--- src/rtl/uart_rx_frontend.sv ---
`default_nettype none
// ============================================================================
// Module   : uart_rx_frontend
// Purpose  : UART receive front end. It synchronises the serial line, frames
//            8-bit LSB-first bytes and holds them in a one-deep buffer that the
//            consumer drains with an ack pulse.
//            Optional macro UART_RX_PARITY_EN selects 8E1 framing (default 8N1).
// Revision : 1.0 - initial release
// ============================================================================
module uart_rx_frontend #(
    parameter int CLKS_PER_BIT = 5208
) (
    input  logic       clk,
    input  logic       reset,
    input  logic       UART_RX,
    input  logic       rx_ack,
    output logic [7:0] rx_data,
    output logic       rx_valid,
    output logic       rx_frame_err,
    output logic       rx_overrun,
    output logic       rx_busy
);

    localparam logic [2:0] c_IDLE      = 3'd0;
    localparam logic [2:0] c_START     = 3'd1;
    localparam logic [2:0] c_DATA      = 3'd2;
    localparam logic [2:0] c_STOP      = 3'd3;
    localparam logic [2:0] c_WAIT_IDLE = 3'd4;
`ifdef UART_RX_PARITY_EN
    localparam logic [2:0] c_PARITY    = 3'd5;
`endif

    localparam logic [15:0] c_HALF = 16'(CLKS_PER_BIT / 2);
    localparam logic [15:0] c_LAST = 16'(CLKS_PER_BIT - 1);

    logic        r_sync;
    logic        r_rxs;
    logic [2:0]  r_state;
    logic [15:0] r_cnt;
    logic [2:0]  r_idx;
    logic [7:0]  r_sh;
    logic [7:0]  r_data;
    logic        r_valid;
    logic        r_ferr;
    logic        r_ovr;

    logic        w_sample;
    logic        w_commit;
    logic        w_err_set;
    logic        w_par_ok;

    // Resynchroniser idles high so reset never fakes a start edge.
    always_ff @(posedge clk) begin
        if (reset) begin
            r_sync <= 1'b1;
            r_rxs  <= 1'b1;
        end else begin
            r_sync <= UART_RX;
            r_rxs  <= r_sync;
        end
    end

    assign w_sample = (r_cnt == c_LAST);

`ifdef UART_RX_PARITY_EN
    logic r_par_err;
    assign w_par_ok = ~r_par_err;
`else
    assign w_par_ok = 1'b1;
`endif

    always_comb begin
        w_commit  = 1'b0;
        w_err_set = 1'b0;
        case (r_state)
            c_STOP: begin
                if (w_sample) begin
                    w_commit  = r_rxs & w_par_ok;
                    w_err_set = ~r_rxs;
                end
            end
`ifdef UART_RX_PARITY_EN
            c_PARITY: begin
                if (w_sample && (r_rxs != ^r_sh)) begin
                    w_err_set = 1'b1;
                end
            end
`endif
            default: begin
                w_commit  = 1'b0;
                w_err_set = 1'b0;
            end
        endcase
    end

    always_ff @(posedge clk) begin
        if (reset) begin
            r_state <= c_IDLE;
            r_cnt   <= 16'd0;
            r_idx   <= 3'd0;
            r_sh    <= 8'h00;
`ifdef UART_RX_PARITY_EN
            r_par_err <= 1'b0;
`endif
        end else begin
            case (r_state)
                c_IDLE: begin
                    r_cnt <= 16'd0;
                    if (!r_rxs) begin
                        r_state <= c_START;
                    end
                end
                c_START: begin
                    if (r_cnt == c_HALF) begin
                        r_cnt   <= 16'd0;
                        r_idx   <= 3'd0;
                        r_state <= r_rxs ? c_IDLE : c_DATA;
`ifdef UART_RX_PARITY_EN
                        r_par_err <= 1'b0;
`endif
                    end else begin
                        r_cnt <= r_cnt + 16'd1;
                    end
                end
                c_DATA: begin
                    if (w_sample) begin
                        r_cnt       <= 16'd0;
                        r_sh[r_idx] <= r_rxs;
                        if (r_idx == 3'd7) begin
`ifdef UART_RX_PARITY_EN
                            r_state <= c_PARITY;
`else
                            r_state <= c_STOP;
`endif
                        end else begin
                            r_idx <= r_idx + 3'd1;
                        end
                    end else begin
                        r_cnt <= r_cnt + 16'd1;
                    end
                end
`ifdef UART_RX_PARITY_EN
                c_PARITY: begin
                    if (w_sample) begin
                        r_cnt     <= 16'd0;
                        r_par_err <= (r_rxs != ^r_sh);
                        r_state   <= c_STOP;
                    end else begin
                        r_cnt <= r_cnt + 16'd1;
                    end
                end
`endif
                c_STOP: begin
                    if (w_sample) begin
                        r_cnt   <= 16'd0;
                        r_state <= r_rxs ? c_IDLE : c_WAIT_IDLE;
                    end else begin
                        r_cnt <= r_cnt + 16'd1;
                    end
                end
                c_WAIT_IDLE: begin
                    r_cnt <= 16'd0;
                    if (r_rxs) begin
                        r_state <= c_IDLE;
                    end
                end
                default: begin
                    r_state <= c_IDLE;
                    r_cnt   <= 16'd0;
                end
            endcase
        end
    end

    // Ack clears first; a commit or error in the same cycle then takes precedence.
    always_ff @(posedge clk) begin
        if (reset) begin
            r_data  <= 8'h00;
            r_valid <= 1'b0;
            r_ferr  <= 1'b0;
            r_ovr   <= 1'b0;
        end else begin
            if (rx_ack) begin
                r_valid <= 1'b0;
                r_ferr  <= 1'b0;
                r_ovr   <= 1'b0;
            end
            if (w_commit) begin
                r_data  <= r_sh;
                r_valid <= 1'b1;
                if (r_valid && !rx_ack) begin
                    r_ovr <= 1'b1;
                end
            end
            if (w_err_set) begin
                r_ferr <= 1'b1;
            end
        end
    end

    assign rx_data      = r_data;
    assign rx_valid     = r_valid;
    assign rx_frame_err = r_ferr;
    assign rx_overrun   = r_ovr;
    assign rx_busy      = (r_state != c_IDLE);

endmodule
`default_nettype wire

--- config.mk ---
export PLATFORM = sky130hd
export DESIGN_NAME = uart_rx_frontend
export DESIGN_NICKNAME = d
export VERILOG_FILES = /design/src/rtl/uart_rx_frontend.sv
export SDC_FILE = /design/constraint.sdc
export NUM_CORES = 1
export LEC_CHECK = 0
export ABC_AREA = 1
export CAP_MARGIN = 40
export CELL_PAD_IN_SITES_DETAIL_PLACEMENT = 1
export CELL_PAD_IN_SITES_GLOBAL_PLACEMENT = 1
export CORE_MARGIN = 2
export CORE_UTILIZATION = 30
export CTS_CLUSTER_DIAMETER = 40
export DETAILED_ROUTE_END_ITERATION = 10
export PLACE_DENSITY = 0.67
export SETUP_SLACK_MARGIN = 0.2
export SLEW_MARGIN = 20
export SYNTH_ARGS = -nofsm -noshare
export SYNTH_HDL_FRONTEND = slang
export SYNTH_SLANG_ARGS = --single-unit
--- constraint.sdc ---
create_clock -name clk -period 2.05 [get_ports clk]
set_input_delay 0.205 -clock clk [delete_from_list [all_inputs] [get_ports clk]]
set_output_delay 0.205 -clock clk [all_outputs]
set_load 0.02 [all_outputs]
==> metrics.log, run 1 <==
[metrics] register area share after synthesis: 40.3%
[metrics] Clock Sink Count: 43
[metrics] sort of element at the end of the critical path: primary output
[metrics] DRC violation count after routing: 0
[metrics] final weighted congestion in routability-driven placement: 0.832
[metrics] root cell of the clock tree: sky130_fd_sc_hd__clkbuf_8
[metrics] actual transition at the worst max-transition pin: 0.503 ns
[metrics] Post-Route Skew: 0.00414 ns
[metrics] pin count of the biggest net entering global routing: 17
[metrics] Layout area overhead: 17.9%
[metrics] clock slew seen by the registers of the worst setup and hold paths: 0.09 ns
[metrics] wire length per cell: 12.1 um
[metrics] Max Cap Viol: 0
[metrics] required time of the critical path: 1.85 ns
[metrics] Fmax: 604 MHz
[metrics] average size of a mapped cell: 7.10 um2
[metrics] overflow left after global routing: 0
[metrics] total power divided by cell area: 767 mW/mm2
[metrics] reg-to-reg slack, setup: 0.40 ns
[metrics] vias per std cell: 4.66
[metrics] Switching Fraction: 34.8%
[metrics] mapped cell area: 0.00214 mm2
[metrics] Synthesis Warnings: 0
[metrics] final-stage net count: 330
[metrics] Antenna Cells: 0
[metrics] number of top-level pins: 16
[metrics] worst min-delay path endpoint: r_rxs$_SDFF_PP1_
[metrics] worst setup path startpoint: r_state[0]$_SDFFE_PP0P_
[metrics] unrepaired setup endpoints after global routing: no
[metrics] Die Span X: 88.4 um
[metrics] Mapped Cells: 301
[metrics] number of antenna violations at the first check in global routing: 0
[metrics] clock tree from TritonCTS: done
[metrics] Internal Pwr Total: 0.00126 W
[metrics] fraction of final layout cells sized beyond drive strength 1: 11.1%
[metrics] Hold-fix buffers, CTS: 0
[metrics] Worst Path Class, Setup: reg2out
[metrics] Final Setup Violations: 0
[metrics] detailed-routing iteration count for the pre-antenna-repair pass: 4
[metrics] Core Area: 0.00683 mm2
[metrics] post-synthesis sequential element count: 43
[metrics] Final period util: 80.8%
[metrics] worst hold-check path type: reg2reg
[metrics] via count of the first global-routing pass: 1952
[metrics] worst-path maximum fanout: 4
[metrics] final non-filler cell total: 419
[metrics] antenna violation net count after detailed routing: 0
[metrics] path depth of the worst reg2reg path: 10
[metrics] Die Y-Extent: 88.4 um
[metrics] full die area: 0.00781 mm2
[metrics] portion of total power attributed to sequential cells: 45.6%
[metrics] HP Start: r_sync$_SDFF_PP1_
[metrics] wire length of the first global-routing pass: 9.27 mm
[metrics] maximum buffer depth of the clock tree: 2
[metrics] std cell rows: 30
[metrics] number of cells on the worst hold path: 1
[metrics] final count of hold timing violations: 0
[metrics] count of final max-slew check failures: 0
[metrics] summed negative setup slack over all endpoints: 0 ns
[metrics] time the worst path needs with I/O delays and setup: 1.66 ns
[metrics] Total GRT Usage: 14.7%
[metrics] worst voltage drop across the vdd grid: 0.427 mV
[metrics] instance count after placement with tap cells included: 411
[metrics] vias after detailed routing: 1954
[metrics] half-perimeter wire length after detailed placement: 3.88 mm
[metrics] Setup Fix Bufs, Post-CTS: 0
[metrics] leakage power: 0.936 nW
[metrics] Net Sw Power: 0.000673 W
[metrics] post-synth net total: 309
[metrics] TritonCTS Buffers: 5
[metrics] drt initial violations: 98
[metrics] H-tree level count: 2
[metrics] count of input and output buffers: 15
[metrics] combinational share of power: 25.2%
[metrics] Clock Latency Late Sink: 0.30 ns
[metrics] kind of start point of the critical path: register
[metrics] synth unique cells: 26
[metrics] Starting Density: 31.3%
[metrics] max-slew headroom at the worst pin: 66.3%
[metrics] critical register-to-register path startpoint: r_cnt[1]$_SDFF_PP0_
[metrics] worst reg2reg path endpoint: r_sh[0]$_SDFFE_PP0P_
[metrics] status: complete, no violations
[metrics] Data arrival, critical path: 1.45 ns
[metrics] part of the power in the clock network: 29.2%
[metrics] wirelength, routed: 5.09 mm
## worst max-delay path by stage
stage,end,slack (ns),depth (start not counted)
5_1_grt,r_sh[0]$_SDFFE_PP0P_,0.21,10
3_3_place_gp,r_sh[0]$_SDFFE_PP0P_,0.38,10
4_1_cts,r_cnt[12]$_SDFF_PP0_,0.33,10
6_report,rx_busy,0.39,3
3_5_place_dp,r_cnt[15]$_SDFF_PP0_,0.34,10
2_1_floorplan,r_cnt[6]$_SDFF_PP0_,0.52,11
## stage by stage
| step | instance area (um2) | power, W | util (%) | hold slack, ns | setup slack (ns) |
|---|---|---|---|---|---|
| after floorplan | 2140 | 0.00128 | - | 0.309 | 0.523 |
| after global placement | 2400 | 0.00138 | 35.2 | 0.393 | 0.385 |
| after detailed placement | 2400 | 0.00139 | 35.2 | 0.398 | 0.338 |
| after CTS | 2500 | 0.00197 | 36.5 | 0.424 | 0.327 |
| after global routing | 2520 | 0.00206 | 36.9 | 0.436 | 0.212 |
| final | 2520 | 0.00193 | 36.9 | 0.421 | 0.393 |
## Yosys cell counts, drive strengths merged
cell type / count / area share [%]
nand3: 22 / 5.2
xnor2: 1 / 0.41
nand2: 47 / 9.2
nor3: 15 / 3.5
buf: 3 / 1.3
dfxtp: 43 / 40
ha: 4 / 2.3
o31ai: 1 / 0.35
a21oi: 9 / 2.1
clkbuf: 2 / 0.35
o211ai: 1 / 1.0
or2: 2 / 0.59
o21ai: 18 / 4.2
and2: 1 / 0.29
nand4: 12 / 4.2
nor2: 76 / 15
inv: 34 / 6.0
xor2: 10 / 4.1
## logic make-up (layout without fill, tap and decap cells)
kind of cell	count (synthesis)	count (layout)	synth area share (%)
AND/OR/NAND/NOR	175	175	37.6
buffers and inverters	39	61	7.61
XOR/XNOR	11	11	4.51
flip-flops	43	43	40.3
AO/OA/AOI/OAI	29	29	7.67
adder cells (fa/ha/maj)	4	4	2.34
## state kept, by name (all words and copies together) (netlist names), 3 cells and up
name / flops
rx_data: 8
r_idx: 3
r_sh: 8
r_cnt: 16
r_state: 3
## layer usage
| layer | track usage (%) | vias to the layer above | routed length, um |
|---|---|---|---|
| li1 | - | 1010 | - |
| met1 | 21.1 | 909 | 2660 |
| met2 | 22.8 | 28 | 2220 |
| met3 | 2.61 | 7 | 137 |
| met4 | 3.99 | 0 | 71 |
| met5 | 0 | - | 0 |
## layout by cell type, fill, tap and decap left out
master / Yosys / routed
sky130_fd_sc_hd__dfxtp_1: 43 / 42
sky130_fd_sc_hd__nand2_4: 2 / 2
sky130_fd_sc_hd__xnor2_1: 1 / 1
sky130_fd_sc_hd__a21oi_1: 9 / 9
sky130_fd_sc_hd__ha_2: 0 / 1
sky130_fd_sc_hd__dfxtp_2: 0 / 1
sky130_fd_sc_hd__nand4_4: 1 / 1
sky130_fd_sc_hd__ha_1: 4 / 3
sky130_fd_sc_hd__buf_4: 1 / 4
sky130_fd_sc_hd__inv_1: 30 / 30
sky130_fd_sc_hd__nor2_4: 3 / 3
sky130_fd_sc_hd__o31ai_1: 1 / 1
sky130_fd_sc_hd__o211ai_4: 1 / 1
sky130_fd_sc_hd__nand2_1: 43 / 42
sky130_fd_sc_hd__clkdlybuf4s50_1: 0 / 15
sky130_fd_sc_hd__clkinvlp_4: 0 / 1
sky130_fd_sc_hd__nand2_2: 2 / 3
sky130_fd_sc_hd__inv_2: 4 / 4
sky130_fd_sc_hd__nor3_2: 0 / 3
sky130_fd_sc_hd__clkbuf_8: 0 / 5
sky130_fd_sc_hd__clkinv_4: 0 / 2
sky130_fd_sc_hd__nand4_1: 11 / 11
sky130_fd_sc_hd__o21ai_0: 18 / 18
sky130_fd_sc_hd__or2_2: 2 / 2
sky130_fd_sc_hd__xor2_1: 10 / 10
sky130_fd_sc_hd__nor2_2: 2 / 3
sky130_fd_sc_hd__and2_1: 1 / 1
sky130_fd_sc_hd__nor3_1: 15 / 12
sky130_fd_sc_hd__nand3_1: 22 / 22
sky130_fd_sc_hd__nor2_1: 71 / 70
## power groups by stage
stage | combinational [W] | clock [W] | sequential, W
after detailed placement | 0.000493 | 0 | 0.000901
after global routing | 0.000560 | 0.000617 | 0.000887
after floorplan | 0.000385 | 0 | 0.000895
after CTS | 0.000492 | 0.000594 | 0.000881
final | 0.000488 | 0.000565 | 0.000882
after global placement | 0.000484 | 0 | 0.000900
## critical path, stage by stage (launching register included)
cell and delay [ns]:
sky130_fd_sc_hd__dfxtp_1 0.34, sky130_fd_sc_hd__nor2_1 0.19, sky130_fd_sc_hd__nand2_1 0.08, sky130_fd_sc_hd__clkdlybuf4s50_1 0.54
## cell type report
class	count	area, um2
clock buffer	5	68.8
clock inverter	3	25.0
fill	897	4310
inverter	34	128
multi-input combinational	219	1140
sequential	43	862
tap	96	120
timing repair buffer	19	180
## what timing repair did
item / 4_1_cts / 5_1_grt
gates resized for setup: 0 / 7
endpoints found under the setup margin: 0 / 20
endpoints found under the hold margin: 0 / 0
(Power assumes the default switching activity.)
==> run 2, diff against run 1 <==
- clock period: 2.05 -> 1.55 ns (I/O delays scaled with it)
==> metrics.log, run 2 (synthesized netlist as in run 1, its figures left out) <==
[metrics] status: complete, no violations (unchanged)
[metrics] leakage power: 1.15 nW (was 0.936 nW)
[metrics] fraction of met2 tracks used by global routing: 25.9% (was 22.8%)
[metrics] Most flops, register: r_cnt (unchanged)
[metrics] Core Area: 0.00683 mm2 (unchanged)
[metrics] fraction of met3 tracks used by global routing: 2.89% (was 2.61%)
[metrics] wire length per cell: 13.0 um (was 12.1 um)
[metrics] root cell of the clock tree: sky130_fd_sc_hd__clkbuf_8 (unchanged)
[metrics] largest stage delay on the critical path: 0.38 ns (was 0.54 ns)
[metrics] kind of start point of the critical path: register (unchanged)
[metrics] Internal Pwr Total: 0.00176 W (was 0.00126 W)
[metrics] cell family with most CP delay: simple AND/OR/NAND/NOR gates (was buffers and inverters)
[metrics] worst-path maximum fanout: 9 (was 4)
[metrics] half-perimeter wire length after detailed placement: 4.22 mm (was 3.88 mm)
[metrics] Hold-fix buffers, CTS: 0 (unchanged)
[metrics] clock slew seen by the registers of the worst setup and hold paths: 0.09 ns (about the same)
[metrics] final count of hold timing violations: 0 (unchanged)
[metrics] maximum buffer depth of the clock tree: 2 (unchanged)
[metrics] final-stage net count: 353 (was 330)
[metrics] wirelength, routed: 5.74 mm (was 5.09 mm)
[metrics] DRC violation count after routing: 0 (unchanged)
[metrics] HP Start: r_sync$_SDFF_PP1_ (unchanged)
[metrics] std cell rows: 30 (unchanged)
[metrics] overflow left after global routing: 0 (unchanged)
[metrics] detailed-routing iteration count for the pre-antenna-repair pass: 4 (unchanged)
[metrics] number of cells on the worst hold path: 1 (unchanged)
[metrics] total power: 0.00277 W (was 0.00193 W)
[metrics] critical path depth in cells: 11 (was 3)
[metrics] vias after detailed routing: 2061 (was 1954)
[metrics] part of the power in the clock network: 27.0% (was 29.2%)
[metrics] sort of element at the end of the critical path: register (was primary output)
[metrics] area of placed instances: 0.00254 mm2 (was 0.00240 mm2)
[metrics] Clock Latency Late Sink: 0.30 ns (about the same)
[metrics] worst hold-check path type: reg2reg (unchanged)
[metrics] combinational share of power: 30.8% (was 25.2%)
[metrics] met1 Resource Use GR: 21.5% (was 21.1%)
[metrics] H-tree level count: 2 (unchanged)
[metrics] via count of the first global-routing pass: 2063 (was 1952)
[metrics] unrepaired setup endpoints after global routing: yes (was no)
[metrics] worst min-delay path endpoint: r_rxs$_SDFF_PP1_ (unchanged)
[metrics] most used routing layer in global routing: met2 (unchanged)
[metrics] final weighted congestion in routability-driven placement: 0.813 (was 0.832)
[metrics] TritonCTS Buffers: 5 (unchanged)
[metrics] vias per std cell: 4.66 (about the same)
[metrics] Die Y-Extent: 88.4 um (unchanged)
[metrics] Layout area overhead: 32.4% (was 17.9%)
[metrics] critical register-to-register path startpoint: r_cnt[0]$_SDFF_PP0_ (was r_cnt[1]$_SDFF_PP0_)
[metrics] number of top-level pins: 16 (unchanged)
[metrics] required time of the critical path: 1.75 ns (was 1.85 ns)
[metrics] actual transition at the worst max-transition pin: 0.288 ns (was 0.503 ns)
[metrics] worst reg2reg path endpoint: r_cnt[12]$_SDFF_PP0_ (was r_sh[0]$_SDFFE_PP0P_)
[metrics] drt initial violations: 58 (was 98)
[metrics] Post-Route Skew: 0.00775 ns (was 0.00414 ns)
[metrics] Switching Fraction: 36.4% (was 34.8%)
[metrics] Max Cap Viol: 0 (unchanged)
[metrics] Top cell by count, worst path: sky130_fd_sc_hd__nand2_4
[metrics] Fmax: 657 MHz
[metrics] Final period util: 98.1%
[metrics] worst voltage drop across the vdd grid: 0.895 mV (was 0.427 mV)
[metrics] path depth of the worst reg2reg path: 11 (was 10)
[metrics] Worst Path Class, Setup: reg2reg (was reg2out)
[metrics] Antenna Cells: 0 (unchanged)
[metrics] full die area: 0.00781 mm2 (unchanged)
[metrics] summed negative setup slack over all endpoints: 0 ns (unchanged)
[metrics] number of antenna violations at the first check in global routing: 0 (unchanged)
[metrics] crit path buf inv count: 2 (was 1)
[metrics] final core utilization: 41.4% (was 36.9%)
[metrics] max-slew headroom at the worst pin: 80.7% (was 66.3%)
[metrics] series of cell instances along the critical path: ha_4 -> nand2_4 -> inv_2 -> nand2_2 -> nor2_4 -> nand2_4 -> nand2_4 -> nand2_4 -> o211ai_4 -> buf_12 -> nor2_1 (was nor2_1 -> nand2_1 -> clkdlybuf4s50_1)
[metrics] reg-to-reg slack, setup: 0.03 ns (was 0.40 ns)
[metrics] pin count of the biggest net entering global routing: 19 (was 17)
[metrics] Final Setup Violations: 0 (unchanged)
[metrics] max FFs per register: 16 (unchanged)
[metrics] count of input and output buffers: 15 (unchanged)
[metrics] Die Span X: 88.4 um (unchanged)
[metrics] Clock Sink Count: 43 (unchanged)
[metrics] fraction of final layout cells sized beyond drive strength 1: 26.6% (was 11.1%)
[metrics] cell with the largest stage delay on the worst path: sky130_fd_sc_hd__dfxtp_4 (was sky130_fd_sc_hd__clkdlybuf4s50_1)
[metrics] clock tree from TritonCTS: done (unchanged)
[metrics] count of final max-slew check failures: 0 (unchanged)
[metrics] Non-Filler Cell Area, Final: 0.00283 mm2 (was 0.00252 mm2)
[metrics] portion of total power attributed to sequential cells: 42.3% (was 45.6%)
[metrics] final-layout worst hold slack: 0.418 ns (was 0.421 ns)
[metrics] leading cell types in the layout, fill and taps excluded: 60 x sky130_fd_sc_hd__nor2_1, 37 x sky130_fd_sc_hd__nand2_1, 36 x sky130_fd_sc_hd__dfxtp_1 (was 70 x sky130_fd_sc_hd__nor2_1, 42 x sky130_fd_sc_hd__nand2_1, 42 x sky130_fd_sc_hd__dfxtp_1)
[metrics] wire length of the first global-routing pass: 9.75 mm (was 9.27 mm)
[metrics] Net Sw Power: 0.00101 W (was 0.000673 W)
[metrics] Total GRT Usage: 15.9% (was 14.7%)
[metrics] time the worst path needs with I/O delays and setup: 1.52 ns
[metrics] antenna violation net count after detailed routing: 0 (unchanged)
[metrics] Starting Density: 31.3% (unchanged)
[metrics] Data arrival, critical path: 1.72 ns (was 1.45 ns)
[metrics] total power divided by cell area: 980 mW/mm2 (was 767 mW/mm2)
[metrics] most common cell after layout, fill and taps aside: sky130_fd_sc_hd__nor2_1 (unchanged)
-- run 2: changes by cell type in the layout (fill, tap and decap cells not counted), moves of 4 or more --
cell,previous run,this run
sky130_fd_sc_hd__buf_4,4,24
sky130_fd_sc_hd__clkdlybuf4s50_1,15,3
sky130_fd_sc_hd__dfxtp_1,42,36
sky130_fd_sc_hd__dlygate4sd2_1,0,11
sky130_fd_sc_hd__nand2_1,42,37
sky130_fd_sc_hd__nand3_1,22,18
sky130_fd_sc_hd__nor2_1,70,60
sky130_fd_sc_hd__nor2_2,3,10
-- run 2: what timing repair did --
action | CTS | global route
pin swaps | 11 | 11
endpoints found under the setup margin | 52 | 42
setup buffers | 6 | 4
resized for setup | 38 | 20
-- run 2: worst register-to-register path: stages (launching register included) --
cell and delay [ns]:
sky130_fd_sc_hd__dfxtp_4 0.38, sky130_fd_sc_hd__ha_4 0.16, sky130_fd_sc_hd__nand2_4 0.06, sky130_fd_sc_hd__inv_2 0.05
sky130_fd_sc_hd__nand2_2 0.05, sky130_fd_sc_hd__nor2_4 0.16, sky130_fd_sc_hd__nand2_4 0.09, sky130_fd_sc_hd__nand2_4 0.10
sky130_fd_sc_hd__nand2_4 0.06, sky130_fd_sc_hd__o211ai_4 0.10, sky130_fd_sc_hd__buf_12 0.17, sky130_fd_sc_hd__nor2_1 0.05
-- run 2: how the worst max path moves through the flow --
stage	start	endpoint	slack, ns
final	r_cnt[0]$_SDFF_PP0_	r_cnt[12]$_SDFF_PP0_	0.03
after floorplan	r_cnt[1]$_SDFF_PP0_	r_cnt[6]$_SDFF_PP0_	0.17
after global placement	r_cnt[15]$_SDFF_PP0_	r_cnt[2]$_SDFF_PP0_	-0.11
after global routing	r_cnt[0]$_SDFF_PP0_	r_idx[0]$_SDFFE_PP0P_	-0.08
after CTS	r_cnt[1]$_SDFF_PP0_	r_sh[4]$_SDFFE_PP0P_	0.04
after detailed placement	r_cnt[15]$_SDFF_PP0_	r_cnt[2]$_SDFF_PP0_	-0.14
-- run 2: metrics by stage --
stage                     worst slack (ns)  std cells
after detailed placement            -0.136        424
after CTS                           0.0397        438
final                               0.0287        442
after floorplan                      0.166        301
after global placement              -0.107        424
after global routing               -0.0794        442
-- run 2: layer usage --
metal	share of wire [%]	wire length, um
met5	0	0
met2	47	2720
met4	1.2	68
met3	1.8	105
met1	50	2850
-- run 2: cell type report --
class                      count  area, um2
clock buffer                   5       68.8
clock inverter                 3       23.8
fill                         852       4000
multi-input combinational    219       1250
inverter                      34        130
timing repair buffer          42        354
tap                           96        120
sequential                    43        877
-- run 2: power by group through the flow --
stage          Clock, W  Combinational, W  Sequential [W]
2_1_floorplan         0          0.000510         0.00119
3_3_place_gp          0          0.000654         0.00119
3_5_place_dp          0          0.000662         0.00119
4_1_cts        0.000782          0.000805         0.00117
5_1_grt        0.000827          0.000953         0.00118
6_report       0.000747          0.000854         0.00117
==> run 3, diff against run 2 <==
- SLEW_MARGIN: 20 -> not set
==> results of run 3 <==
Same layout as run 2: the final DEF is identical, and so are final timing and power.
